[src/rtl/coms_pkg.sv]
// Shared constants, state types and helpers for the coms_rx command receiver.
package coms_pkg;

  localparam logic [7:0]  SYNC_BYTE     = 8'hAA;
  localparam logic [7:0]  BROADCAST_ID  = 8'hFF;
  localparam int unsigned PAYLOAD_BYTES = 4;

  typedef enum logic [2:0] {
    P_WAIT_SYNC,
    P_ADDR,
    P_CMD,
    P_PAYLOAD,
    P_CHECK
  } parse_state_t;

  typedef enum logic [1:0] {
    B_IDLE,
    B_START,
    B_DATA,
    B_STOP
  } byte_state_t;

  function automatic logic [7:0] sat_inc8(input logic [7:0] v);
    return (v == 8'hFF) ? v : v + 8'd1;
  endfunction

endpackage

[src/rtl/uart_rx_byte.sv]
// 8N1 byte receiver: 2-FF synchroniser, mid-bit sampling, registered valid/error strobes.
module uart_rx_byte
  import coms_pkg::*;
#(
  parameter int unsigned CLKS_PER_BIT = 16
) (
  input  logic       CLK,
  input  logic       reset,
  input  logic       rx_i,
  output logic [7:0] data,
  output logic       byte_valid,
  output logic       byte_err
);

  localparam int unsigned   CW   = $clog2(CLKS_PER_BIT);
  localparam logic [CW-1:0] LAST = CW'(CLKS_PER_BIT - 1);
  localparam logic [CW-1:0] HALF = CW'(CLKS_PER_BIT / 2 - 1);

  logic          rx_s1;
  logic          rx_s2;
  byte_state_t   state;
  logic [CW-1:0] cnt;
  logic [2:0]    bit_idx;

  // Line idles high, so the synchroniser resets to 1 to avoid a false start bit.
  always_ff @(posedge CLK) begin
    if (reset) begin
      rx_s1 <= 1'b1;
      rx_s2 <= 1'b1;
    end else begin
      rx_s1 <= rx_i;
      rx_s2 <= rx_s1;
    end
  end

  always_ff @(posedge CLK) begin
    if (reset) begin
      state      <= B_IDLE;
      cnt        <= '0;
      bit_idx    <= '0;
      data       <= '0;
      byte_valid <= 1'b0;
      byte_err   <= 1'b0;
    end else begin
      byte_valid <= 1'b0;
      byte_err   <= 1'b0;
      case (state)
        B_IDLE: begin
          cnt <= '0;
          if (!rx_s2) state <= B_START;
        end
        B_START: begin
          if (cnt == HALF) begin
            cnt     <= '0;
            bit_idx <= '0;
            state   <= rx_s2 ? B_IDLE : B_DATA;
          end else begin
            cnt <= cnt + CW'(1);
          end
        end
        B_DATA: begin
          if (cnt == LAST) begin
            cnt  <= '0;
            data <= {rx_s2, data[7:1]};
            if (bit_idx == 3'd7) state <= B_STOP;
            else                 bit_idx <= bit_idx + 3'd1;
          end else begin
            cnt <= cnt + CW'(1);
          end
        end
        B_STOP: begin
          if (cnt == LAST) begin
            byte_valid <= rx_s2;
            byte_err   <= !rx_s2;
            state      <= B_IDLE;
          end else begin
            cnt <= cnt + CW'(1);
          end
        end
        default: state <= B_IDLE;
      endcase
    end
  end

endmodule

[src/rtl/coms_rx.sv]
// Command frame receiver: parses SYNC/ADDR/CMD/D0..D3/CHK frames from the UART byte stream.
module coms_rx
  import coms_pkg::*;
#(
  parameter int unsigned CLKS_PER_BIT = 16,
  parameter logic [7:0]  NODE_ID      = 8'h01,
  parameter int unsigned TIMEOUT_CLKS = 160
) (
  input  logic        CLK,
  input  logic        reset,
  input  logic        rx_i,
  output logic        cmd_valid,
  output logic [7:0]  cmd_id,
  output logic [31:0] cmd_data,
  output logic        frame_err,
  output logic [7:0]  err_count
);

  localparam int unsigned   GW       = $clog2(TIMEOUT_CLKS);
  localparam logic [GW-1:0] GAP_LAST = GW'(TIMEOUT_CLKS - 1);
  localparam int unsigned   PW       = $clog2(PAYLOAD_BYTES);
  localparam logic [PW-1:0] PAY_LAST = PW'(PAYLOAD_BYTES - 1);
  localparam int unsigned   PLW      = 8 * PAYLOAD_BYTES;

  logic [7:0]     data;
  logic           byte_valid;
  logic           byte_err;
  parse_state_t   state;
  logic [7:0]     sum;
  logic [7:0]     sum_next;
  logic           match;
  logic [7:0]     cmd_byte;
  logic [PW-1:0]  idx;
  logic [PLW-1:0] payload;
  logic [GW-1:0]  gap;

  uart_rx_byte #(.CLKS_PER_BIT(CLKS_PER_BIT)) u_byte (
    .CLK        (CLK),
    .reset      (reset),
    .rx_i       (rx_i),
    .data       (data),
    .byte_valid (byte_valid),
    .byte_err   (byte_err)
  );

  assign sum_next = sum + data;

  // A byte landing on the last gap cycle wins over the timeout, so back-to-back bytes never abort.
  always_ff @(posedge CLK) begin
    if (reset) begin
      state     <= P_WAIT_SYNC;
      sum       <= '0;
      match     <= 1'b0;
      cmd_byte  <= '0;
      idx       <= '0;
      payload   <= '0;
      gap       <= '0;
      cmd_valid <= 1'b0;
      frame_err <= 1'b0;
      cmd_id    <= '0;
      cmd_data  <= '0;
      err_count <= '0;
    end else begin
      cmd_valid <= 1'b0;
      frame_err <= 1'b0;
      if (state == P_WAIT_SYNC) begin
        gap <= '0;
        if (byte_valid && data == SYNC_BYTE) state <= P_ADDR;
      end else if (byte_err || (!byte_valid && gap == GAP_LAST)) begin
        frame_err <= 1'b1;
        err_count <= sat_inc8(err_count);
        gap       <= '0;
        state     <= P_WAIT_SYNC;
      end else if (byte_valid) begin
        gap <= '0;
        sum <= sum_next;
        case (state)
          P_ADDR: begin
            sum   <= data;
            match <= (data == NODE_ID) || (data == BROADCAST_ID);
            state <= P_CMD;
          end
          P_CMD: begin
            cmd_byte <= data;
            idx      <= '0;
            state    <= P_PAYLOAD;
          end
          P_PAYLOAD: begin
            payload <= {data, payload[PLW-1:8]};
            if (idx == PAY_LAST) state <= P_CHECK;
            else                 idx   <= idx + PW'(1);
          end
          P_CHECK: begin
            state <= P_WAIT_SYNC;
            if (sum_next != 8'h00) begin
              frame_err <= 1'b1;
              err_count <= sat_inc8(err_count);
            end else if (match) begin
              cmd_valid <= 1'b1;
              cmd_id    <= cmd_byte;
              cmd_data  <= payload;
            end
          end
          default: state <= P_WAIT_SYNC;
        endcase
      end else begin
        gap <= gap + GW'(1);
      end
    end
  end

endmodule

[config.mk]
export PLATFORM = sky130hd
export DESIGN_NAME = coms_rx
export DESIGN_NICKNAME = d
export VERILOG_FILES = /design/src/rtl/coms_pkg.sv /design/src/rtl/uart_rx_byte.sv /design/src/rtl/coms_rx.sv
export SDC_FILE = /design/constraint.sdc
export NUM_CORES = 1
export LEC_CHECK = 0
export BUFFER_PORTS_ARGS = -buffer_cell sky130_fd_sc_hd__buf_2
export CAP_MARGIN = 20
export CORE_UTILIZATION = 59
export DETAILED_ROUTE_END_ITERATION = 12
export PLACE_DENSITY_LB_ADDON = 0.08
export SLEW_MARGIN = 40
export SYNTH_ARGS = -nofsm -noshare
export SYNTH_HDL_FRONTEND = slang
export SYNTH_SLANG_ARGS = --single-unit
export TNS_END_PERCENT = 5
[constraint.sdc]
create_clock -name CLK -period 3.3 [get_ports CLK]
set_input_delay 0.33 -clock CLK [delete_from_list [all_inputs] [get_ports CLK]]
set_output_delay 0.33 -clock CLK [all_outputs]
set_load 0.1 [all_outputs]
==> flow_summary.toml <==
[synth]
yosysSeqAreaShare = 0.475
ys_top_cells_by_count = "dfxtp_1 (133), nor2_1 (88), nand2_1 (86), mux2i_1 (62), a21oi_1 (54)"
synthArstFlopShare = 0
synth_edf_count = 0
synth.distinct_cells = 57
yosys.area.top_type_share = 0.475
avgSynthCellArea_um2 = 8.97
synth.top_cells.by_area = "dfxtp_1 (48%), mux2i_1 (11%), nor2_1 (5.9%)"
synth_most_common_cell = "dfxtp_1"
yosysWarnings = 0
ys_seq_elements = 133
synth_flop_cell = "dfxtp_1"
syn_inst = 625
synth_area_leader_cell = "dfxtp_1"
netlist_area_um2 = 5600
syn_nets = 642

[setup_path]
cp.arrival_ps = 3400
crit_type = "reg -> reg"
slowest_delay_ps = 480
crit_family = "simple AND/OR/NAND/NOR gates"
crit_path_max_fanout = 20
crit_chain = "inv_1, fa_1, nor2b_1, o21ai_1, xnor2_1, or4_1, nor4_4, buf_4, buf_8, mux2i_1, nor2_1"
start_kind = "flop"
crit_path_top_delay_cell = "or4_1"
worstPathRequired_ps = 3680
critPathBufInv = 3
cp-end-kind = "flop"

[clock_network]
clk_latency_ps = 520
clockBufferDepth = 2
h-tree-depth = 4
clockRootBuffer = "clkbuf_8"
clkSinkCount = 133
path_clk_slew_ps = 60
cts_tree = "built"
cts-buffers-inserted = 17

[timing]
fin_worst_skew_ps = 7.01
period_needed_ps = 3020
tightest_slew_ps = 722
tns_ps = 0
finalHoldViolations = 0
final_max_slew_viol_count = 0
fin_crit_sh = 0.916
setup_viol = 0
fmax_mhz = 331
relSlewSlack = 0.517
holdWs_ps = 343
rsz0062_at_grt = "false"

[routing]
drtPass1Iterations = 4
vias = 4473
drt_wl_total_mm = 11.7
vias_per_cell = 5.50
ant_nets = 0
drtIter0Drc = 214
wl_per_cell_um = 14.4
drc = 0

[floorplanning]
ios = 53
core_area_um2 = 9240
start_util = 0.606
design.die.area_um2 = 9890
rows = 35
die_x_um = 99.5
fp.dieH_um = 99.5

[placement]
place_congestion = 0.877
dp_hpwl_mm = 7.31
io_buffers = 52

[grt]
grt_pass1_wl_mm = 19.2
grt_usage = 0.246
grt_pass1_vias = 4012
antenna_found_initial = 0
grt-ovfl-total = 0
grt_max_degree = 73

[pwr]
p_per_area_nw_per_um2 = 524
p_leak_nw = 2.56
finalPower_mw = 3.44
ir_drop_v = 0.000380

[final_layout]
diodes = 0
drive_gt1_frac = 0.170
area_growth_pct = 17.1
nets = 689

[run_status]
status = "finished clean"

[job]
maxCapViolCount = 0

[worst_hold_path]
hold_class = "in -> reg"
## flip-flops by register name, summed over array words and instances (netlist names), named ones only
name               cells
cmd_data              32
payload               32
cmd_byte               8
cmd_id                 8
err_count              8
gap                    8
sum                    8
u_byte.data            8
u_byte.cnt             4
state                  3
u_byte.bit_idx         3
idx                    2
cmd_valid              1
frame_err              1
match                  1
u_byte.byte_err        1
u_byte.byte_valid      1
u_byte.rx_s1           1
u_byte.rx_s2           1
u_byte.state           1
## where the power goes
group	leakage, nW	internal (mW)	switching (mW)
clock	0.276	1.08	0.715
combinational	1.21	0.00716	0.0278
sequential	1.07	1.61	0.00263
total	2.56	2.69	0.745
## metrics by stage
| step | util | cell area, um^2 | setup slack, ps | instances |
|---|---|---|---|---|
| final | 0.710 | 6560 | 278 | 813 |
| after global routing | 0.710 | 6560 | 68.2 | 813 |
| after CTS | 0.707 | 6530 | 248 | 811 |
| after detailed placement | 0.644 | 5950 | 262 | 779 |
| after global placement | 0.644 | 5950 | 333 | 779 |
| after floorplan | - | 5600 | 416 | 625 |
## routing by layer
layer  part of all wire  up-vias  wire [um]  GRT usage
li1                   -     2258          -          -
met1               0.48     2123       5670      0.340
met2               0.47       76       5560      0.381
met3              0.030       16        355     0.0485
met4              0.013        0        154     0.0928
met5                  0        -          0          0
## worst reg2reg max path: cells and delay by family (launching register included)
family	cells	cell delay [ps]
flops	1	460
compound gates	1	110
fa+ha+maj	1	460
mux	1	250
xor+xnor	1	140
buf+inv	3	510
simple gates	4	960
## worst paths after layout
| path | depth (start not counted) | from | slack [ps] | endpoint |
|---|---|---|---|---|
| setup / recovery | 11 | u_byte.data[1] | 280 | cmd_data[3] |
| hold / removal | 2 | reset | 340 | u_byte.cnt[0] |
| setup reg to reg | 11 | u_byte.data[1] | 280 | cmd_data[3] |
| hold reg to reg | 1 | u_byte.rx_s1 | 410 | u_byte.rx_s2 |
## logic make-up (layout without fill, tap and decap cells)
logic type / after synthesis / in the layout / share of synthesized area
buffers and inverters: 53 / 112 / 0.0417
xor gates and xnor gates: 11 / 11 / 0.0172
AOI/OAI and AO/OA: 104 / 104 / 0.116
DFF: 133 / 133 / 0.475
adders and majority gates: 14 / 14 / 0.0326
and+or+nand+nor: 244 / 244 / 0.198
muxes: 66 / 66 / 0.119
## layout by cell type (no fill, tap or decap), types with 8 or more instances in the layout
cell type    n
dfxtp_1    133
buf_4       13
nor2_1      87
buf_2       51
nand3_1     10
inv_1       14
clkbuf_16   17
nand2_1     86
o21ai_0     12
mux2i_1     62
nor3_1       8
ha_1        13
a21oi_1     54
## layout make-up
type                            instances  area [um^2]
Clock buffer                           17          414
Clock inverter                         14          154
Sequential cell                       133         2660
Fill cell                             724         2680
Inverter                               14         52.6
Tap cell                              129          161
Timing Repair Buffer                   67          403
Multi-Input combinational cell        439         2720
## what timing repair did
action / CTS / global route
setup endpoints to repair: 0 / 3
gates resized for setup: 0 / 2
hold endpoints to repair: 1 / 0
buffers inserted: 0 / 1
hold buffers: 1 / 0
No activity file was read; power rests on OpenSTA's default activity.
